**src/rtl/hazard_unit_pkg.sv**
```systemverilog
// Shared types and constants for the pipeline hazard unit.
// No logic of its own; imported by the interface users and the top.
// Holds the FSM state encoding and the hard-wired zero register index.
package hazard_unit_pkg;

  typedef enum logic [1:0] {
    RUN      = 2'd0,
    MEM_WAIT = 2'd1,
    FLUSH    = 2'd2
  } state_e;

  // Register index that always reads zero; a load targeting it never creates a dependency.
  localparam int unsigned ZERO_REG = 0;

endpackage

```
**src/rtl/hazard_unit_if.sv**
```systemverilog
// Pipeline <-> hazard unit signal bundle: register specifiers and events in, stage controls out.
// Purely combinational wiring, zero latency.
// No handshake: holds/flushes are level controls applied by the pipeline every cycle.
interface hazard_unit_if #(
  parameter int REG_AW = 5
);

  logic [REG_AW-1:0] id_rs_i;
  logic [REG_AW-1:0] id_rt_i;
  logic              ex_memread_i;
  logic [REG_AW-1:0] ex_rt_i;
  logic              mem_load_i;
  logic              mem_branch_taken_i;

  logic              pc_hold_o;
  logic              ifid_hold_o;
  logic              idex_hold_o;
  logic              exmem_hold_o;
  logic              ifid_flush_o;
  logic              idex_flush_o;
  logic              exmem_flush_o;
  logic              memwb_flush_o;
  logic              busy_o;

  // Pipeline side: drives hazard sources, consumes stage controls.
  modport master (
    output id_rs_i, id_rt_i, ex_memread_i, ex_rt_i, mem_load_i, mem_branch_taken_i,
    input  pc_hold_o, ifid_hold_o, idex_hold_o, exmem_hold_o,
           ifid_flush_o, idex_flush_o, exmem_flush_o, memwb_flush_o, busy_o
  );

  // Hazard unit side.
  modport slave (
    input  id_rs_i, id_rt_i, ex_memread_i, ex_rt_i, mem_load_i, mem_branch_taken_i,
    output pc_hold_o, ifid_hold_o, idex_hold_o, exmem_hold_o,
           ifid_flush_o, idex_flush_o, exmem_flush_o, memwb_flush_o, busy_o
  );

endinterface

```
**src/rtl/hazard_unit_perf_cnt.sv**
```systemverilog
// Performance counters for the hazard unit: stall cycles and taken-branch flush events.
// Counts land one cycle after the event (registered); wrap modulo 2^32.
// No backpressure; increments are single-cycle strobes from the hazard unit.
module hazard_perf_cnt (
  input  logic        clk,
  input  logic        rst,
  input  logic        stall_inc,
  input  logic        flush_inc,
  output logic [31:0] stall_cnt,
  output logic [31:0] flush_cnt
);

  // Free-running event counters, cleared by synchronous reset, natural wrap on overflow.
  always_ff @(posedge clk) begin
    if (rst) begin
      stall_cnt <= '0;
      flush_cnt <= '0;
    end else begin
      if (stall_inc) stall_cnt <= stall_cnt + 32'd1;
      if (flush_inc) flush_cnt <= flush_cnt + 32'd1;
    end
  end

endmodule

```
**src/rtl/hazard_unit.sv**
```systemverilog
// Hazard unit: load-use stall, multi-cycle data-memory wait freeze, taken-branch flush.
// Controls are combinational from inputs and state (same-cycle); wait/flush sequencing is registered.
// Optional HAZARD_UNIT_PERF_EN adds stall/flush event counters; otherwise those ports do not exist.
module hazard_unit
  import hazard_unit_pkg::*;
#(
  parameter int REG_AW  = 5,
  parameter int MEM_LAT = 3
) (
  input  logic        clk_i,
  input  logic        rst_i,
  hazard_unit_if.slave hz
`ifdef HAZARD_UNIT_PERF_EN
  ,
  output logic [31:0] stall_cnt_o,
  output logic [31:0] flush_cnt_o
`endif
);

  localparam int CNT_W = $clog2(MEM_LAT + 1);
  // The load's entry cycle is itself the first frozen cycle, so the counter only covers the rest.
  localparam int LOAD_INT = (MEM_LAT > 2) ? (MEM_LAT - 2) : 0;
  localparam logic [CNT_W-1:0] CNT_LOAD = CNT_W'(LOAD_INT);
  localparam logic [CNT_W-1:0] CNT_ONE  = CNT_W'(1);
  // MEM_LAT=1: no freeze at all. MEM_LAT=2: one frozen cycle, covered by the entry cycle alone.
  localparam bit FREEZE_EN = (MEM_LAT > 1);
  localparam bit WAIT_EN   = (MEM_LAT > 2);

  state_e            state_q, state_d;
  logic [CNT_W-1:0]  cnt_q, cnt_d;
  logic [REG_AW-1:0] zero_reg;
  logic              load_use;
  logic              branch_evt;

  logic pc_hold, ifid_hold, idex_hold, exmem_hold;
  logic ifid_flush, idex_flush, exmem_flush, memwb_flush;

  assign zero_reg = REG_AW'(ZERO_REG);

  assign load_use = hz.ex_memread_i && (hz.ex_rt_i != zero_reg) &&
                    ((hz.ex_rt_i == hz.id_rs_i) || (hz.ex_rt_i == hz.id_rt_i));

  assign branch_evt = !rst_i && (state_q == RUN) && hz.mem_branch_taken_i;

  // State and wait counter register; reset aborts any wait or flush sequence.
  always_ff @(posedge clk_i) begin
    if (rst_i) begin
      state_q <= RUN;
      cnt_q   <= '0;
    end else begin
      state_q <= state_d;
      cnt_q   <= cnt_d;
    end
  end

  // Next state and stage controls; priority in RUN is branch > memory wait > load-use.
  always_comb begin
    state_d     = state_q;
    cnt_d       = cnt_q;
    pc_hold     = 1'b0;
    ifid_hold   = 1'b0;
    idex_hold   = 1'b0;
    exmem_hold  = 1'b0;
    ifid_flush  = 1'b0;
    idex_flush  = 1'b0;
    exmem_flush = 1'b0;
    memwb_flush = 1'b0;
    if (!rst_i) begin
      unique case (state_q)
        RUN: begin
          if (branch_evt) begin
            ifid_flush  = 1'b1;
            idex_flush  = 1'b1;
            exmem_flush = 1'b1;
            state_d     = FLUSH;
          end else if (hz.mem_load_i && FREEZE_EN) begin
            pc_hold     = 1'b1;
            ifid_hold   = 1'b1;
            idex_hold   = 1'b1;
            exmem_hold  = 1'b1;
            memwb_flush = 1'b1;
            if (WAIT_EN) begin
              cnt_d   = CNT_LOAD;
              state_d = MEM_WAIT;
            end
          end else if (load_use) begin
            pc_hold    = 1'b1;
            ifid_hold  = 1'b1;
            idex_flush = 1'b1;
          end
        end
        MEM_WAIT: begin
          pc_hold     = 1'b1;
          ifid_hold   = 1'b1;
          idex_hold   = 1'b1;
          exmem_hold  = 1'b1;
          memwb_flush = 1'b1;
          cnt_d       = (cnt_q != '0) ? (cnt_q - CNT_ONE) : '0;
          // Counter reaches zero as we leave; the next cycle is RUN again.
          if (cnt_q <= CNT_ONE) state_d = RUN;
        end
        FLUSH: begin
          ifid_flush = 1'b1;
          state_d    = RUN;
        end
        default: state_d = RUN;
      endcase
    end
  end

  assign hz.pc_hold_o     = pc_hold;
  assign hz.ifid_hold_o   = ifid_hold;
  assign hz.idex_hold_o   = idex_hold;
  assign hz.exmem_hold_o  = exmem_hold;
  assign hz.ifid_flush_o  = ifid_flush;
  assign hz.idex_flush_o  = idex_flush;
  assign hz.exmem_flush_o = exmem_flush;
  assign hz.memwb_flush_o = memwb_flush;
  assign hz.busy_o        = !rst_i && (state_q != RUN);

`ifdef HAZARD_UNIT_PERF_EN
  hazard_perf_cnt u_perf (
    .clk       (clk_i),
    .rst       (rst_i),
    .stall_inc (pc_hold),
    .flush_inc (branch_evt),
    .stall_cnt (stall_cnt_o),
    .flush_cnt (flush_cnt_o)
  );
`endif

endmodule

```
**src/flat_wrapper.sv**
```systemverilog
// flat-port wrapper written by rule: the top's interface ports become plain ports
module hazard_unit_flat import hazard_unit_pkg::*;
#(
  parameter int REG_AW  = 5,
  parameter int MEM_LAT = 3
)
  (clk_i, rst_i, hz_id_rs_i, hz_id_rt_i, hz_ex_memread_i, hz_ex_rt_i, hz_mem_load_i, hz_mem_branch_taken_i, hz_pc_hold_o, hz_ifid_hold_o, hz_idex_hold_o, hz_exmem_hold_o, hz_ifid_flush_o, hz_idex_flush_o, hz_exmem_flush_o, hz_memwb_flush_o, hz_busy_o);
  hazard_unit_if #(.REG_AW(REG_AW)) hz_i ();
  input  logic clk_i;
  input  logic rst_i;
  input wire logic [$bits(hz_i.id_rs_i)-1:0] hz_id_rs_i;
  input wire logic [$bits(hz_i.id_rt_i)-1:0] hz_id_rt_i;
  input wire logic [$bits(hz_i.ex_memread_i)-1:0] hz_ex_memread_i;
  input wire logic [$bits(hz_i.ex_rt_i)-1:0] hz_ex_rt_i;
  input wire logic [$bits(hz_i.mem_load_i)-1:0] hz_mem_load_i;
  input wire logic [$bits(hz_i.mem_branch_taken_i)-1:0] hz_mem_branch_taken_i;
  output wire logic [$bits(hz_i.pc_hold_o)-1:0] hz_pc_hold_o;
  output wire logic [$bits(hz_i.ifid_hold_o)-1:0] hz_ifid_hold_o;
  output wire logic [$bits(hz_i.idex_hold_o)-1:0] hz_idex_hold_o;
  output wire logic [$bits(hz_i.exmem_hold_o)-1:0] hz_exmem_hold_o;
  output wire logic [$bits(hz_i.ifid_flush_o)-1:0] hz_ifid_flush_o;
  output wire logic [$bits(hz_i.idex_flush_o)-1:0] hz_idex_flush_o;
  output wire logic [$bits(hz_i.exmem_flush_o)-1:0] hz_exmem_flush_o;
  output wire logic [$bits(hz_i.memwb_flush_o)-1:0] hz_memwb_flush_o;
  output wire logic [$bits(hz_i.busy_o)-1:0] hz_busy_o;
  assign hz_i.id_rs_i = hz_id_rs_i;
  assign hz_i.id_rt_i = hz_id_rt_i;
  assign hz_i.ex_memread_i = hz_ex_memread_i;
  assign hz_i.ex_rt_i = hz_ex_rt_i;
  assign hz_i.mem_load_i = hz_mem_load_i;
  assign hz_i.mem_branch_taken_i = hz_mem_branch_taken_i;
  assign hz_pc_hold_o = hz_i.pc_hold_o;
  assign hz_ifid_hold_o = hz_i.ifid_hold_o;
  assign hz_idex_hold_o = hz_i.idex_hold_o;
  assign hz_exmem_hold_o = hz_i.exmem_hold_o;
  assign hz_ifid_flush_o = hz_i.ifid_flush_o;
  assign hz_idex_flush_o = hz_i.idex_flush_o;
  assign hz_exmem_flush_o = hz_i.exmem_flush_o;
  assign hz_memwb_flush_o = hz_i.memwb_flush_o;
  assign hz_busy_o = hz_i.busy_o;
  hazard_unit #(.REG_AW(REG_AW), .MEM_LAT(MEM_LAT)) u_core (.clk_i(clk_i), .rst_i(rst_i), .hz(hz_i));
endmodule
```
**config.mk**
```make
export PLATFORM = sky130hd
export DESIGN_NAME = hazard_unit_flat
export DESIGN_NICKNAME = d
export VERILOG_FILES = /design/src/rtl/hazard_unit_pkg.sv /design/src/rtl/hazard_unit_if.sv /design/src/rtl/hazard_unit_perf_cnt.sv /design/src/rtl/hazard_unit.sv /design/src/flat_wrapper.sv
export SDC_FILE = /design/constraint.sdc
export NUM_CORES = 1
export LEC_CHECK = 0
export ABC_CLOCK_PERIOD_IN_PS = 4660
export CORE_AREA = 2 2 39 41
export CTS_CLUSTER_DIAMETER = 150
export CTS_CLUSTER_SIZE = 8
export DETAILED_ROUTE_END_ITERATION = 8
export DIE_AREA = 0 0 41 43
export PLACE_DENSITY = 0.71
export SLEW_MARGIN = 40
export SYNTH_ARGS = -nofsm -noshare
export SYNTH_HDL_FRONTEND = slang
export SYNTH_SLANG_ARGS = --single-unit
export TNS_END_PERCENT = 30
```
**constraint.sdc**
```tcl
create_clock -name clk_i -period 4.66 [get_ports clk_i]
set_input_delay 1.398 -clock clk_i [delete_from_list [all_inputs] [get_ports clk_i]]
set_output_delay 1.398 -clock clk_i [all_outputs]
set_load 0.02 [all_outputs]
```
**Yosys cells after proc, flatten, opt, wreduce, memory -nomap -nowiden**

Cells that the tools add are included.
Widths: inputs -> output; s select.

- Word-level logic and storage cells: 51
- Register bits: 4

- Muxes and demuxes: 25
- Add/sub/neg operators: 1
- Magnitude comparators: 1
- Reductions and logical operators: 14
- Eq/ne operators: 8

Operators by type and width:

| operator | count |
|---|---|
| $mux 1 | 15 |
| $eq 5x5->1 | 2 |
| $mux 2 | 5 |
| $pmux 2 s2 | 2 |
| $pmux 1 s2 | 3 |
| $reduce_bool 2->1 | 3 |
| $logic_and 1x1->1 | 5 |
| $reduce_bool 5->1 | 1 |
| $ne 2x2->1 const B | 2 |
| $ne 3x2->1 const B | 1 |
| $reduce_and 3->1 | 1 |
| $eq 2x1->1 const B | 1 |
| $eq 2x2->1 const B | 1 |
| $le 2x1->1 const B | 1 |
| $logic_not 2->1 | 1 |
| $ne 2x1->1 const B | 1 |
| $reduce_and 2->1 | 1 |
| $sub 2x1->2 const B | 1 |
| $logic_not 1->1 | 1 |
| $logic_or 1x1->1 | 1 |

**Longest topological paths before layout**

- Word-level depth: 8
- Gate-level depth with buffers: 5
- Gate-level depth less buffers: 4

**Least setup slack after synthesis**

No wires, ideal clock.

- Path kind: in2out
- Start: input port rst_i
- End: output port hz_pc_hold_o
- Required time: 3,262 ps
- Data arrival time: 2,641 ps
- Slack: 621 ps
- Cell stages on the path: 4
- Cells stage by stage: buf_2 > or4_1 > o21bai_1 > buf_4

- Cells in the longest elaborated chain, start to end: 6

Ends and longest elaborated chain:

| element | line | text |
|---|---|---|
| start, declared | flat_wrapper.sv:10 | `input logic rst_i;` |
| $logic_not 1->1 | hazard_unit.sv:43 | `assign branch_evt = !rst_i && (state_q == RUN) && hz.mem_branch_taken_i;` |
| $logic_and 1x1->1 (2 in a row) | hazard_unit.sv:43 |  |
| $mux 1 | - |  |
| $pmux 1 s2 | - |  |
| $mux 1 * | - |  |
| end, declared | flat_wrapper.sv:17 | `output wire logic [$bits(hz_i.pc_hold_o)-1:0] hz_pc_hold_o;` |

Mark *: on every way between the ends. The rest lies on a longest branch, timed or not.

**Final worst setup path**

- Start: input port hz_ex_rt_i[0]
- End: output port hz_ifid_hold_o

- Cells in the longest elaborated chain, start to end: 8

Ends and longest elaborated chain:

| element | line | text |
|---|---|---|
| start, declared | flat_wrapper.sv:14 | `input wire logic [$bits(hz_i.ex_rt_i)-1:0] hz_ex_rt_i;` |
| $eq 5x5->1 / $reduce_bool 5->1 (equally long branches) | hazard_unit.sv:41, hazard_unit.sv:40 |  |
| $logic_or 1x1->1 / $logic_and 1x1->1 (equally long branches) | hazard_unit.sv:41, hazard_unit.sv:40 |  |
| $logic_and 1x1->1 * | hazard_unit.sv:40 | `assign load_use = hz.ex_memread_i && (hz.ex_rt_i != zero_reg) &&` |
| $mux 1 * | hazard_unit.sv:86 | `end else if (load_use) begin` |
| $mux 1 * | hazard_unit.sv:76 | `end else if (hz.mem_load_i && FREEZE_EN) begin` |
| $mux 1 * | hazard_unit.sv:71 | `if (branch_evt) begin` |
| $pmux 1 s2 * | hazard_unit.sv:69 | `unique case (state_q)` |
| $mux 1 * | hazard_unit.sv:68 | `if (!rst_i) begin` |
| end, declared | flat_wrapper.sv:18 | `output wire logic [$bits(hz_i.ifid_hold_o)-1:0] hz_ifid_hold_o;` |

Marked as above.

==> key figures <==
Timing
  • Fin Hold WS: ~0.5 ns
  • Slew Limit Fails: 0
  • Slew at the pin closest to its max-slew limit: 0.284 ns
  • Clk_skew: 0.00174 ns
  • Final setup viols: 0
  • Fin crit period: 4.48 ns
  • Final Hold Fails: 0
  • Max Clk Rate: about 220 MHz
  • Max transition margin: 0.810
  • Fin Setup TNS: 0 ns
  • Fin crit share: 0.961
  • RSZ-0062 raised after global routing: no

Global routing
  • Total GRT Usage: 0.127
  • Total gr overflow: 0
  • Vias in the first global route: 429
  • Pin count of the biggest net entering global routing: 10
  • First-pass GRT wire length: 1.58 mm
  • Initial antenna violation count: 0

Power
  • Max IR drop VDD: between 0.06 and 0.07 mV
  • Int Pwr: 0.0970 mW
  • Switch share: 0.280
  • Comb power frac: 0.406
  • Clock power share: 0.309
  • Flop pwr share: 0.286
  • P_sw: 0.0377 mW
  • Leakage: roughly 0.31 nW
  • Power density cells: 191 nW/um2
  • Tot Pwr: 0.135 mW

Setup path
  • Crit path kind: primary input to primary output
  • Req. time, crit path: 3.26 ns
  • Crit path DAT: 3.08 ns
  • Crit path max fanout: 3
  • Reg2reg path depth: 4
  • Critical path startpoint category: primary input
  • Kind of end point of the critical path: primary output
  • R2R Setup Slk: 3.41 ns

Layout
  • Fin area: 707 um2
  • Area grow syn2layout: 76.6%
  • Register area: 80.1 um2
  • Fillers: 148
  • Share of layout cells above drive strength 1: 0.0964
  • Multi-input logic area: approximately 260 um2
  • Finished Core Util: 0.511
  • Final nets: roughly 110
  • Ant. Diodes: 0

Synthesis
  • Ys async rst share: 0
  • Post-synth cell types: 24
  • Sequential share of the synthesized area: 0.200
  • EDFF count, synth: 0
  • Synth Flop Type: dfxtp_1
  • Ys Warns: 0
  • Syn Inst Count: 54
  • Mean post-synth cell area: 7.41 um2
  • Syn nets: 74
  • Yosys reg bits: 4
  • Post-Synthesis Cell Area: ~400 um2

Clocking
  • H-tree Lvls: 1
  • Clock Path Buffers: 2
  • Clock transition at path regs: 0.04 ns
  • Worst-Skew Late Latency: 0.23 ns
  • CTS Buf Count: 3
  • Post-CTS setup repair buffer count: 0
  • TritonCTS clock tree: done
  • Hold_buf cts: 0
  • Clock sink count: 4
  • Root Driver: clkbuf_4

Hold path
  • HP Class: flip-flop to flip-flop
  • Worst hold path depth: 1

Routing
  • Drt total wl: ~940 um
  • TritonRoute pass-1 iters: 4
  • DR vias: 462
  • Detailed-route vias per instance: 4.67
  • Iter 0 DRT Violations: 2
  • DRC: 0
  • Drt wl/cell: 9.47 um
  • Antenna viol nets, final: 0

Floorplan
  • Die Ht: 43 um
  • FP Rows: 14
  • Die area: 1760 um2
  • IO Count: 29
  • Core footprint: between 1000 and 1500 um2
  • Initial Util: 0.289
  • Horiz. Die Dim: roughly 40 um

Placed design
  • DP HPWL: between 800 and 900 um
  • Gp weighted congestion: 0.705
  • Placed cell area: 688 um2
  • Buffers on Ports: 28

Flow run
  • Max cap viols: 0

Status
  • Status: completed
-- what timing repair did --
| item | in CTS | in global routing |
|---|---|---|
| setup endpoints to repair | 3 | 0 |
| endpoints found under the hold margin | 0 | 0 |
| resized for setup | 3 | 0 |
-- critical path, cell delays in order --
cell	delay, ns
clkdlybuf4s50_1	0.46
or4_1	0.56
o21ai_2	0.14
or4_1	0.12
o21bai_1	0.07
dlygate4sd2_1	0.33
-- stage by stage --
step                setup slack (ns)  std cells
floorplan                      0.621         54
global placement             -0.0821         96
detailed placement           -0.0813         96
CTS                            0.170         99
global route                  0.0538         99
finish                         0.181         99
-- layout by cell type (no fill, tap or decap), types with 2 or more instances in the layout --
cell	n
clkdlybuf4s50_1	25
xor2_1	10
nor2_1	7
nor3_1	5
inv_1	4
buf_4	4
dfxtp_1	4
clkbuf_4	3
dlygate4sd2_1	3
nand2_1	2
or4_1	2
a21oi_1	2
-- cell usage after synthesis (2+ instances only) --
| cell | instances | area [um2] |
|---|---|---|
| buf_4 | 3 | 22.5 |
| nor3_1 | 5 | 25.0 |
| xor2_1 | 10 | 87.6 |
| nor2_1 | 7 | 26.3 |
| dfxtp_1 | 4 | 80.1 |
| nand2_1 | 2 | 7.51 |
| or4_1 | 2 | 15.0 |
| inv_1 | 4 | 15.0 |
| a21oi_1 | 2 | 10.0 |
-- power groups by stage --
stage	clock [mW]	sequential (mW)	combinational, mW
after floorplan	0	0.0371	0.0284
after global placement	0	0.0388	0.0560
after detailed placement	0	0.0389	0.0564
after CTS	0.0441	0.0385	0.0554
after global routing	0.0455	0.0388	0.0598
final	0.0416	0.0385	0.0546
-- registers in the layout, indices dropped and copies added, names as in the netlist --
register,count
u_core.cnt_q,2
u_core.state_q,2
-- worst paths after layout --
| check | from | to |
|---|---|---|
| worst max-delay path | hz_ex_rt_i[0] | hz_ifid_hold_o |
| worst min-delay path | u_core.cnt_q[1] | u_core.cnt_q[1] |
| worst max register to register | u_core.state_q[1] | u_core.cnt_q[0] |
| worst min register to register | u_core.cnt_q[1] | u_core.cnt_q[1] |
-- logic make-up (layout without fill, tap and decap cells) --
kind of cell,Yosys count,count (layout),share of synthesized area
AND/OR/NAND/NOR,19,19,0.238
AO/OA/AOI/OAI,10,10,0.175
XOR/XNOR,10,10,0.219
buffers and inverters,10,39,0.144
flip-flops,4,4,0.200
multiplexers,1,1,0.0250
-- layer usage --
| layer | up-vias | share of wire | GRT usage |
|---|---|---|---|
| li1 | 240 | - | - |
| met1 | 202 | 0.42 | 0.172 |
| met4 | 0 | 0 | 0.0600 |
| met3 | 0 | 0.077 | 0.0157 |
| met5 | - | 0 | 0 |
| met2 | 20 | 0.50 | 0.191 |
-- cell type report --
cell class / instances / share of cell area
well taps: 16 / 0.0283
repair buffers: 32 / 0.434
flip-flops and latches: 4 / 0.113
inverters: 4 / 0.0212
multi-input cells: 40 / 0.372
clock buffers: 3 / 0.0319
Power figures use the tool's default switching activity.
